===== src/rtl/if_stage_if.sv =====
// Bus bundle between the instruction-fetch stage and its surroundings:
// instruction memory, decode handshake, redirect request, IF/ID register
// contents, misaligned-target exception and the debug fetch counter.
interface if_stage_if;
  logic [31:0] imem_addr;
  logic [31:0] imem_rdata;
  logic        id_ready;
  logic        redirect;
  logic [31:0] redirect_pc;
  logic [31:0] if_id_instr;
  logic [31:0] if_id_pc;
  logic [31:0] if_id_pc4;
  logic        if_id_valid;
  logic        exc_misaligned;
  logic [31:0] exc_addr;
  logic [31:0] fetch_count;

  // Fetch stage side.
  modport master (
    output imem_addr,
    input  imem_rdata,
    input  id_ready,
    input  redirect,
    input  redirect_pc,
    output if_id_instr,
    output if_id_pc,
    output if_id_pc4,
    output if_id_valid,
    output exc_misaligned,
    output exc_addr,
    output fetch_count
  );

  // Memory / decode / branch-unit side.
  modport slave (
    input  imem_addr,
    output imem_rdata,
    output id_ready,
    output redirect,
    output redirect_pc,
    input  if_id_instr,
    input  if_id_pc,
    input  if_id_pc4,
    input  if_id_valid,
    input  exc_misaligned,
    input  exc_addr,
    input  fetch_count
  );
endinterface


===== src/rtl/if_stage.sv =====
// Instruction-fetch stage: owns the PC, drives the asynchronous instruction
// memory and fills the IF/ID pipeline register. Each cycle resolves, in
// order, redirect > stall > advance; reset overrides everything. A redirect
// always flushes IF/ID to a NOP bubble, and a non-word-aligned target raises
// a one-cycle exception pulse instead of moving the PC.
module if_stage #(
  parameter logic [31:0] RESET_PC  = 32'h0000_0000,
  parameter logic [31:0] NOP_INSTR = 32'h0000_0013
) (
  input  logic      clk,
  input  logic      rst_n,
  if_stage_if.master bus
);

  // Word alignment check for redirect targets.
  function automatic logic is_word_aligned(input logic [31:0] addr);
    return (addr[1:0] == 2'b00);
  endfunction

  logic [31:0] pc_r,       pc_s;
  logic [31:0] instr_r,    instr_s;
  logic [31:0] id_pc_r,    id_pc_s;
  logic [31:0] id_pc4_r,   id_pc4_s;
  logic        valid_r,    valid_s;
  logic        exc_r,      exc_s;
  logic [31:0] exc_addr_r, exc_addr_s;
  logic [31:0] count_r,    count_s;
  logic [31:0] pc_plus4_s;

  // The memory address is the PC register itself, so it never depends on
  // id_ready or redirect in the same cycle.
  assign bus.imem_addr      = pc_r;
  assign bus.if_id_instr    = instr_r;
  assign bus.if_id_pc       = id_pc_r;
  assign bus.if_id_pc4      = id_pc4_r;
  assign bus.if_id_valid    = valid_r;
  assign bus.exc_misaligned = exc_r;
  assign bus.exc_addr       = exc_addr_r;
  assign bus.fetch_count    = count_r;

  // Sequential PC increment; wraps modulo 2^32 with no flag.
  assign pc_plus4_s = pc_r + 32'd4;

  // Next-state selection: redirect beats stall, stall beats advance.
  always_comb begin
    pc_s       = pc_r;
    instr_s    = instr_r;
    id_pc_s    = id_pc_r;
    id_pc4_s   = id_pc4_r;
    valid_s    = valid_r;
    exc_s      = 1'b0;
    exc_addr_s = exc_addr_r;
    count_s    = count_r;
    if (bus.redirect) begin
      // Flush IF/ID; if_id_pc/pc4 keep their last values under the bubble.
      instr_s = NOP_INSTR;
      valid_s = 1'b0;
      if (is_word_aligned(bus.redirect_pc)) begin
        pc_s = bus.redirect_pc;
      end else begin
        exc_s      = 1'b1;
        exc_addr_s = bus.redirect_pc;
      end
    end else if (bus.id_ready) begin
      instr_s  = bus.imem_rdata;
      id_pc_s  = pc_r;
      id_pc4_s = pc_plus4_s;
      valid_s  = 1'b1;
      pc_s     = pc_plus4_s;
      count_s  = count_r + 32'd1;
    end else begin
      // Stall: everything holds (defaults above).
      pc_s = pc_r;
    end
  end

  // State registers with synchronous active-low reset.
  always_ff @(posedge clk) begin
    if (!rst_n) begin
      pc_r       <= RESET_PC;
      instr_r    <= NOP_INSTR;
      id_pc_r    <= 32'h0000_0000;
      id_pc4_r   <= 32'h0000_0000;
      valid_r    <= 1'b0;
      exc_r      <= 1'b0;
      exc_addr_r <= 32'h0000_0000;
      count_r    <= 32'h0000_0000;
    end else begin
      pc_r       <= pc_s;
      instr_r    <= instr_s;
      id_pc_r    <= id_pc_s;
      id_pc4_r   <= id_pc4_s;
      valid_r    <= valid_s;
      exc_r      <= exc_s;
      exc_addr_r <= exc_addr_s;
      count_r    <= count_s;
    end
  end

endmodule


===== src/flat_wrapper.sv =====
// flat-port wrapper written by rule: the top's interface ports become plain ports
module if_stage_flat 
#(
  parameter logic [31:0] RESET_PC  = 32'h0000_0000,
  parameter logic [31:0] NOP_INSTR = 32'h0000_0013
)
  (clk, rst_n, bus_imem_addr, bus_imem_rdata, bus_id_ready, bus_redirect, bus_redirect_pc, bus_if_id_instr, bus_if_id_pc, bus_if_id_pc4, bus_if_id_valid, bus_exc_misaligned, bus_exc_addr, bus_fetch_count);
  if_stage_if bus_i ();
  input  logic clk;
  input  logic rst_n;
  output wire logic [$bits(bus_i.imem_addr)-1:0] bus_imem_addr;
  input wire logic [$bits(bus_i.imem_rdata)-1:0] bus_imem_rdata;
  input wire logic [$bits(bus_i.id_ready)-1:0] bus_id_ready;
  input wire logic [$bits(bus_i.redirect)-1:0] bus_redirect;
  input wire logic [$bits(bus_i.redirect_pc)-1:0] bus_redirect_pc;
  output wire logic [$bits(bus_i.if_id_instr)-1:0] bus_if_id_instr;
  output wire logic [$bits(bus_i.if_id_pc)-1:0] bus_if_id_pc;
  output wire logic [$bits(bus_i.if_id_pc4)-1:0] bus_if_id_pc4;
  output wire logic [$bits(bus_i.if_id_valid)-1:0] bus_if_id_valid;
  output wire logic [$bits(bus_i.exc_misaligned)-1:0] bus_exc_misaligned;
  output wire logic [$bits(bus_i.exc_addr)-1:0] bus_exc_addr;
  output wire logic [$bits(bus_i.fetch_count)-1:0] bus_fetch_count;
  assign bus_imem_addr = bus_i.imem_addr;
  assign bus_i.imem_rdata = bus_imem_rdata;
  assign bus_i.id_ready = bus_id_ready;
  assign bus_i.redirect = bus_redirect;
  assign bus_i.redirect_pc = bus_redirect_pc;
  assign bus_if_id_instr = bus_i.if_id_instr;
  assign bus_if_id_pc = bus_i.if_id_pc;
  assign bus_if_id_pc4 = bus_i.if_id_pc4;
  assign bus_if_id_valid = bus_i.if_id_valid;
  assign bus_exc_misaligned = bus_i.exc_misaligned;
  assign bus_exc_addr = bus_i.exc_addr;
  assign bus_fetch_count = bus_i.fetch_count;
  if_stage #(.RESET_PC(RESET_PC), .NOP_INSTR(NOP_INSTR)) u_core (.clk(clk), .rst_n(rst_n), .bus(bus_i));
endmodule

===== config.mk =====
export PLATFORM = sky130hd
export DESIGN_NAME = if_stage_flat
export DESIGN_NICKNAME = d
export VERILOG_FILES = /design/src/rtl/if_stage_if.sv /design/src/rtl/if_stage.sv /design/src/flat_wrapper.sv
export SDC_FILE = /design/constraint.sdc
export NUM_CORES = 1
export LEC_CHECK = 0
export CAP_MARGIN = 10
export CORE_ASPECT_RATIO = 0.6
export CORE_MARGIN = 2
export CORE_UTILIZATION = 42
export DETAILED_ROUTE_END_ITERATION = 16
export PLACE_DENSITY = 0.76
export SYNTH_ARGS = -nofsm -noshare
export SYNTH_HDL_FRONTEND = slang
export SYNTH_SLANG_ARGS = --single-unit

===== constraint.sdc =====
create_clock -name clk -period 2.05 [get_ports clk]
set_input_delay 0.41 -clock clk [delete_from_list [all_inputs] [get_ports clk]]
set_output_delay 0.41 -clock clk [all_outputs]
set_load 0.02 [all_outputs]

==> results of run 1 <==
-- cell families (layout without fill, tap and decap cells) --
| group | Yosys count | after routing |
|---|---|---|
| adder cells (fa/ha/maj) | 2 | 2 |
| other | 0 | 1 |
| XOR/XNOR | 22 | 22 |
| multiplexers | 41 | 41 |
| AO/OA/AOI/OAI | 247 | 247 |
| flip-flops | 192 | 192 |
| AND/OR/NAND/NOR | 408 | 408 |
| buffers and inverters | 112 | 407 |
-- worst max-delay path, stage by stage, from the launching register on --
cell,delay [ns]
dfxtp_1,0.34
buf_4,0.17
clkdlybuf4s50_1,0.65
-- per-stage QoR --
stage          area, um2  total power, W  util (%)
5_1_grt            12500         0.00901      62.9
4_1_cts            12400         0.00877      62.5
3_3_place_gp       11800         0.00533      59.5
6_report           12500         0.00873      62.9
2_1_floorplan       8470         0.00466         -
3_5_place_dp       11800         0.00535      59.5
-- flip-flops by register name, summed over array words and instances (netlist names) --
signal,cells
u_core.bus.exc_misaligned,1
u_core.bus.if_id_valid,1
u_core.bus.exc_addr,32
u_core.bus.imem_addr,32
u_core.bus.fetch_count,32
u_core.bus.if_id_pc4,32
u_core.bus.if_id_pc,30
u_core.bus.if_id_instr,32
-- routing by layer --
metal	wire (um)	part of all wire, %	vias to the layer above
met5	0	0	-
met4	350	1.2	0
met3	2800	9.8	30
met2	12000	42	411
met1	13600	47	4093
li1	-	-	4199
-- power breakdown --
part	leakage (nW)	internal [W]	switching [W]
Sequential	1.57	0.00387	0.0000907
Combinational	2.72	0.000597	0.000711
Clock	0.282	0.00184	0.00162
Total	4.57	0.00631	0.00242
-- worst paths after layout --
| check | from | to | slack (ns) | depth (start not counted) |
|---|---|---|---|---|
| max | u_core.bus.imem_addr[14] | bus_imem_addr[14] | 0.04 | 2 |
| min | u_core.bus.if_id_pc[4] | u_core.bus.if_id_pc[4] | 0.45 | 2 |
| max reg2reg | u_core.bus.fetch_count[13] | u_core.bus.fetch_count[25] | 0.08 | 5 |
| min reg2reg | u_core.bus.if_id_pc[4] | u_core.bus.if_id_pc[4] | 0.45 | 2 |
-- area by class of cell --
type | count | area (um2) | share of cell area (%)
repair buffers | 364 | 3460 | 27.7
multi-input cells | 720 | 4180 | 33.5
clock inverters | 15 | 176 | 1.41
well taps | 273 | 342 | 2.73
clock buffers | 17 | 425 | 3.40
flip-flops and latches | 192 | 3860 | 30.9
diodes | 1 | 2.50 | 0.0200
inverters | 11 | 43.8 | 0.350
-- layout by cell type, fill, tap and decap left out, types with 9 or more instances in the layout --
cell and n:
clkdlybuf4s50_1 244, nor4_1 11, mux2i_1 40, dfxtp_2 12, a31oi_1 16, xnor2_1 14
and3_1 9, a21oi_1 102, or4_1 26, a211oi_1 18, nand4_1 23, nor2_1 70
o21ai_0 42, buf_4 95, clkbuf_16 17, inv_1 10, dfxtp_1 180, nand2_1 173
nand3_1 24, nor3_1 13, o31ai_1 20, or3_1 16
-- what timing repair did --
item	4_1_cts	5_1_grt
cloned	0	0
hold buffers	0	0
resized for setup	8	19
pin swaps	0	4
endpoints found under the setup margin	7	20
buffers inserted	0	2
endpoints found under the hold margin	0	0
==> run summary, run 1 <==
Crit path kind - reg2out
Count leader, synth - dfxtp_1
Complex-gate fraction of the synthesized area - 17.7%
Max Fclk - 0.498 GHz
Worst EP required - 1.64 ns
Global routing met2 resource utilization - 38.1%
Post-synthesis mux area share - 4.87%
Area fraction in and, or, nand and nor cells after synthesis - 23.7%
Largest family of logic cells by synthesized area - simple AND/OR/NAND/NOR gates
Yosys top cell area share - 45.5%
Initial DRC Count - 733
Initial antenna violation count - 1
Largest cells by area after synthesis - dfxtp_1, nand2_1, a21oi_1
Die area - 0.0213 mm2
FFs w/ async S/R, synth - 0%
Dpl ws - -0.130 ns
DIE HEIGHT - 114 um
H-tree Lvls - 4
Placed cells - 1,558
Sequential area share after synthesis - 45.5%
P&R area growth vs syn - 47.9%
Worst clock skew - 0.00820 ns
Clk root buf - clkbuf_16
Cell variety after synth - 60
Largest net degree at the start of global routing - 70
Die width - 187 um
Setup violators final - 0
Max transition margin - 47.8%
Placer Congestion - 0.907
Routed WL - 28.7 mm
Synth Instances - 1,024
Clock transition at path regs - 0.07 ns
Final Cycle Share - 97.9%
Avg Cell Area, Syn - 8.25 um2
Core area - 0.0199 mm2
Share of layout cells above drive strength 1 - 12.7%
Vias in the first global route - 8,110
Syn Nets - 1,094
EDFF count, synth - 0
Cell taking the most area after synthesis - dfxtp_1
Adder-cell share of the synthesized area - 0.296%
Site row count - 40
Drt first pass iters - 5
Pleak - 4.57 nW
GR peak layer - met1
CP arrival - 1.60 ns
Routed vias/inst - 5.48
Slew @ Worst Pin - 0.780 ns
Fillers - 1,730
Total gr overflow - 0
Max Root-Sink Buffers - 2
First-pass GRT wire length - 44.4 mm
Skew-Pair Late Insertion Delay - 0.44 ns
Grt met3 use - 7.32%
Final Hold Viols - 0
Io pins - 262
Port buffer count - 261
Synth Register Bits - 192
Sum of negative setup slack - 0 ns
Status - complete, no violations
CTS tree - done
Vias - 8,733
Power density over the cells - 698 mW/mm2
Maximum vdd drop - 0.644 mV
Yosys warnings - 0
Final min period - 2.01 ns
Top FF cell, synth - dfxtp_1
Synth Cell Area - 0.00845 mm2
Unrepaired setup endpoints after global routing - yes
GR met1 Demand/Resource - 38.6%
Startpoint types - flop
Tot GR Track Use - 26.5%
Min-Delay Path Class - reg2reg
Finished Layout Cells - 1,593
DP HPWL - 20.7 mm
Final hold slack - 0.455 ns
Post-layout nets - 1,376
DRC - 0
WL per Instance - 18.0 um
Final ANT Viol Nets - 0
Critical-path maximum fanout - 9
Worst Slack Setup Final - 0.0427 ns
Initial Util - 42.5%
Critical Path End Type - output port
Slew Viols, Final - 0
Clock buffer count from CTS - 17
Max-cap violations - 0
Top post-synthesis cells by count - dfxtp_1, nand2_1, a21oi_1
Post-Synth XOR/XNOR Area - 2.28%
Clock sink total - 192
Note: power is estimated with default switching activity, not from simulation.
==> run 2: changes to the inputs <==
- TNS_END_PERCENT: not set -> 100
==> results of run 2 <==
Final layout, timing and power as in run 1 (identical DEF).
